### src/rtl/cdb_writeback_arbiter.sv
// Common-data-bus writeback arbiter: per-unit result FIFOs feeding one registered
// broadcast lane, with round-robin grant across ALU/MUL/BR/MEM and flush support.
module cdb_writeback_arbiter #(
    parameter int ROB_IDX_WIDTH = 5,
    parameter int DATA_WIDTH    = 32,
    parameter int QDEPTH        = 2
) (
    input  logic                                clk,
    input  logic                                rst,
    input  logic                                flush,
    input  logic [3:0]                          src_valid,
    output logic [3:0]                          src_ready,
    input  logic [3:0][ROB_IDX_WIDTH-1:0]       src_rob_idx,
    input  logic [3:0][4:0]                     src_rd_addr,
    input  logic [3:0][DATA_WIDTH-1:0]          src_data,
    output logic                                cdb_valid,
    output logic [1:0]                          cdb_src,
    output logic [ROB_IDX_WIDTH-1:0]            cdb_rob_idx,
    output logic [4:0]                          cdb_rd_addr,
    output logic [DATA_WIDTH-1:0]               cdb_data
);

    localparam int PW = $clog2(QDEPTH);
    localparam int CW = $clog2(QDEPTH) + 1;

    logic [ROB_IDX_WIDTH-1:0] q_rob  [4][QDEPTH];
    logic [4:0]               q_rd   [4][QDEPTH];
    logic [DATA_WIDTH-1:0]    q_data [4][QDEPTH];

    logic [PW-1:0] wr_ptr [4];
    logic [PW-1:0] rd_ptr [4];
    logic [CW-1:0] count  [4];
    logic [1:0]    rr_ptr;

    logic [3:0]               push;
    logic [3:0]               pop;
    logic                     grant_valid;
    logic [1:0]               grant;
    logic [1:0]               scan_idx;
    logic [ROB_IDX_WIDTH-1:0] head_rob;
    logic [4:0]               head_rd;
    logic [DATA_WIDTH-1:0]    head_data;

    // Ready looks only at the registered count, so a full queue refuses an
    // offer even in the cycle it is popped.
    always_comb begin
        for (int unsigned i = 0; i < 4; i++) begin
            src_ready[i] = (count[i] != CW'(QDEPTH));
            push[i]      = src_valid[i] && src_ready[i];
        end
    end

    always_comb begin
        grant_valid = 1'b0;
        grant       = '0;
        scan_idx    = '0;
        for (int unsigned k = 0; k < 4; k++) begin
            scan_idx = rr_ptr + 2'(k);
            if (!grant_valid && count[scan_idx] != '0) begin
                grant_valid = 1'b1;
                grant       = scan_idx;
            end
        end
        pop       = grant_valid ? (4'b0001 << grant) : 4'b0000;
        head_rob  = q_rob[grant][rd_ptr[grant]];
        head_rd   = q_rd[grant][rd_ptr[grant]];
        head_data = q_data[grant][rd_ptr[grant]];
    end

    always_ff @(posedge clk) begin
        for (int unsigned i = 0; i < 4; i++) begin
            if (push[i]) begin
                q_rob[i][wr_ptr[i]]  <= src_rob_idx[i];
                q_rd[i][wr_ptr[i]]   <= src_rd_addr[i];
                q_data[i][wr_ptr[i]] <= src_data[i];
            end
        end
    end

    always_ff @(posedge clk) begin
        if (rst) begin
            for (int unsigned i = 0; i < 4; i++) begin
                count[i]  <= '0;
                wr_ptr[i] <= '0;
                rd_ptr[i] <= '0;
            end
            rr_ptr      <= '0;
            cdb_valid   <= 1'b0;
            cdb_src     <= '0;
            cdb_rob_idx <= '0;
            cdb_rd_addr <= '0;
            cdb_data    <= '0;
        end else if (flush) begin
            // rr_ptr and the broadcast data fields deliberately survive a flush.
            for (int unsigned i = 0; i < 4; i++) begin
                count[i]  <= '0;
                wr_ptr[i] <= '0;
                rd_ptr[i] <= '0;
            end
            cdb_valid <= 1'b0;
        end else begin
            for (int unsigned i = 0; i < 4; i++) begin
                if (push[i]) wr_ptr[i] <= wr_ptr[i] + 1'b1;
                if (pop[i])  rd_ptr[i] <= rd_ptr[i] + 1'b1;
                case ({push[i], pop[i]})
                    2'b10:   count[i] <= count[i] + 1'b1;
                    2'b01:   count[i] <= count[i] - 1'b1;
                    default: count[i] <= count[i];
                endcase
            end
            if (grant_valid) begin
                rr_ptr      <= grant + 2'd1;
                cdb_valid   <= 1'b1;
                cdb_src     <= grant;
                cdb_rob_idx <= head_rob;
                cdb_rd_addr <= head_rd;
                cdb_data    <= head_data;
            end else begin
                cdb_valid <= 1'b0;
            end
        end
    end

endmodule

### config.mk
export PLATFORM = sky130hd
export DESIGN_NAME = cdb_writeback_arbiter
export DESIGN_NICKNAME = d
export VERILOG_FILES = /design/src/rtl/cdb_writeback_arbiter.sv
export SDC_FILE = /design/constraint.sdc
export NUM_CORES = 1
export LEC_CHECK = 0
export CAP_MARGIN = 20
export CORE_AREA = 2 2 184 186
export CTS_CLUSTER_SIZE = 16
export DETAILED_ROUTE_END_ITERATION = 8
export DIE_AREA = 0 0 186 188
export MAX_ROUTING_LAYER = met4
export PLACE_DENSITY = 0.75
export SYNTH_ARGS = -nofsm -noshare
export SYNTH_HDL_FRONTEND = slang
export SYNTH_SLANG_ARGS = --single-unit
### constraint.sdc
create_clock -name clk -period 3.3 [get_ports clk]
set_input_delay 0.33 -clock clk [delete_from_list [all_inputs] [get_ports clk]]
set_output_delay 0.33 -clock clk [all_outputs]
set_load 0.1 [all_outputs]
==> metrics.txt <==
Filler cells 2,413; Leak 0.007232 µW; vias in the first global route 10,836; Critical Path AT 3.42 ns; Synth top area share 65.53%; layout cell share with drive strength beyond 1 9.881%; IO Port Bufs 223; yosys warns 0; hold_sp rst; die height 188 µm; slowest CP cell mux4_2; slew margin rel. 27.45%; top_reg_cell synth edfxtp_1; Worst path max stage delay 0.49 ns; startpoint types flip-flop; Crit Path Class reg2reg; Min-Delay Path Class in2reg; Die W 186 µm; core region area 33,110 µm²; PwrDens 1120 nW/µm²; Placed Instance Area 18,860 µm²; commonest cells in the netlist edfxtp_1 (350), nand2_1 (105), a211oi_1 (93), and3_1 (92), nor2_1 (64); max-capacitance violation count 0; CP Cell Sequence or2_1, mux4_2, a21oi_2, o2bb2ai_4, ha_1, nand2_2, ha_1, nor4_2, nand2_1, nand2_1, nor2_1, mux2_2; fin area 20,260 µm²; CP max FO 8; crit path launch count[3][1]; Post-synth EDFFs 350; GP Congestion 0.8185; Ports 224; Max Clock Skew 0.01551 ns; first drt pass iteration count 5; area leader, netlist edfxtp_1; fin crit share 95.45%; antenna violations before repair 3; Worst-Skew Late Latency 0.53 ns; CTS tree built; Worst-Margin Slew 1.085 ns; register area 11,530 µm²; total global-route track usage 24.24%; critical path required time 3.57 ns; Netlist Area Pre-Place 16,040 µm²; via count 10,565; CTS H-tree depth 2; antenna-violating nets left 0; WL/cell 22.94 µm; Tmin final 3.150 ns; register bit count reported by yosys 401; dpl hpwl 25,220 µm; cts bufs inserted 41; most numerous cell in the Yosys netlist edfxtp_1; Seq/Total Area, Yosys 71.90%; Clock Tree Buf Depth 3; synth top area cells edfxtp_1 (66%), dfxtp_1 (6.4%), a211oi_1 (4.4%); first-pass GRT wire length 61,960 µm; Crit. End Element flip-flop; largest net degree at the start of global routing 89; Setup Total Neg Slack 0 ns; peak supply drop 0.9902 mV; # rows 67; gr ovfl total 0; final setup violation count 0; Syn Nets 1,281; R2R Path Start count[3][1]; Mapped Cells 1,092; Slew Viols, Final 0; fraction of registers with async set/reset 0%; final hold vios 0; area of the multi-input gates 4143 µm²; DRC Markers 0; clock slew at reported path FFs 0.06 ns; Root Buffer clkbuf_16; average cell area after synthesis 14.69 µm²; Die Footprint 34,970 µm²; delay-heaviest family, CP simple AND/OR/NAND/NOR gates; Non-Filler Instances 1,800; Buffers & Inverters on Critical Path 0; area delta synth->final 26.35%; status completed; Final Core Density 61.20%; RSZ-0062 raised after global routing yes; Cell variety after synth 42; Initial Util 48.43%; CTS sink count 401; FMAX 317.5 MHz; Post-Route WL 41,290 µm; Worst Hold Slack 0.2343 ns; Inst Count DP 1,713; Starting DRT DRC Count 854; Final #Nets 1,503; via/cell ratio 5.869
-- cells in the final DEF, fill, tap and decap left out, types with 2 or more instances in the layout --
| cell type | synthesis | final |
|---|---|---|
| a211o_1 | 38 | 38 |
| inv_1 | 19 | 19 |
| clkinv_2 | 0 | 6 |
| nor3_1 | 8 | 8 |
| a211oi_1 | 93 | 93 |
| o21ai_0 | 2 | 2 |
| ha_1 | 14 | 14 |
| clkbuf_8 | 0 | 2 |
| clkinv_1 | 0 | 10 |
| buf_4 | 1 | 42 |
| xnor2_1 | 3 | 3 |
| buf_12 | 0 | 6 |
| clkbuf_16 | 0 | 42 |
| and3_2 | 0 | 3 |
| mux2i_1 | 41 | 41 |
| nand2_1 | 105 | 104 |
| o31a_1 | 4 | 4 |
| edfxtp_1 | 350 | 350 |
| diode_2 | 0 | 6 |
| a311oi_1 | 39 | 39 |
| or2_2 | 2 | 2 |
| a311o_1 | 42 | 42 |
| or2_1 | 4 | 3 |
| o211ai_1 | 2 | 2 |
| and3_1 | 92 | 89 |
| mux2_2 | 2 | 2 |
| clkbuf_1 | 63 | 9 |
| mux4_2 | 4 | 4 |
| clkdlybuf4s50_1 | 0 | 216 |
| bufinv_16 | 0 | 4 |
| dfxtp_1 | 51 | 51 |
| nand2b_1 | 2 | 2 |
| a21oi_1 | 5 | 5 |
| nor2_1 | 64 | 60 |
| nor2_4 | 0 | 4 |
-- final timing paths --
check / end / cells after the start / slack (ns)
hold / removal: flip-flop / 2 / 0.23
setup reg to reg: count[2][1] / 12 / 0.15
hold reg to reg: cdb_data[12] / 2 / 0.50
setup / recovery: count[2][1] / 12 / 0.15
-- sequential cells by signal, indices dropped and copies added (netlist names), named ones only --
signal	count
cdb_valid	1
count	8
rr_ptr	2
cdb_rob_idx	5
q_data	256
cdb_data	32
cdb_rd_addr	5
q_rd	40
rd_ptr	4
q_rob	40
cdb_src	2
wr_ptr	4
-- metal layers --
layer  vias up  track usage [%]  share of wire, %  wire, µm
met5         -                -                 0         0
li1       4741                -                 -         -
met1      5303            31.90                42     17190
met2       443            38.58                48     20010
met4         0            6.784               2.5      1015
met3        78            4.700               7.5      3086
-- logic make-up after synthesis --
| logic type | share of synthesized area (%) |
|---|---|
| flops | 71.90 |
| mux | 3.261 |
| buf+inv | 2.848 |
| fa+ha+maj | 1.092 |
| compound gates | 12.08 |
| xor+xnor | 0.2185 |
| simple gates | 8.605 |
-- report_power, final --
group	switching [µW]	total [µW]	internal (µW)
combinational	7470	11400	3940
clock	1840	4530	2690
sequential	337	6750	6410
total	9640	22700	13000
-- timing repair --
item | CTS | global route
gates resized for setup | 0 | 4
setup buffers | 0 | 6
setup endpoints to repair | 0 | 4
hold buffers | 0 | 0
-- per-stage QoR --
stage                     power (µW)  setup slack, ns
after floorplan                15200         0.006807
after global placement         17770           0.1758
after detailed placement       18050           0.1249
after CTS                      22640           0.1042
after global routing           23850         -0.04006
final                          22690           0.1502
-- area by class of cell --
class                   instances  area share (%)
inverters                      20          0.3828
flip-flops and latches        401           56.90
clock buffers                  53           5.489
repair buffers                266           12.90
diodes                          6         0.07409
multi-input cells             584           20.44
well taps                     448           2.766
clock inverters                22           1.043
-- worst register-to-register path, stage by stage (launching register included) --
cell       delay [ns]
edfxtp_1         0.48
or2_1            0.26
mux4_2           0.49
a21oi_2          0.17
o2bb2ai_4        0.14
ha_1             0.24
nand2_2          0.10
ha_1             0.28
nor4_2           0.28
nand2_1          0.08
nand2_1          0.09
nor2_1           0.04
mux2_2           0.25
(Power assumes the default switching activity.)
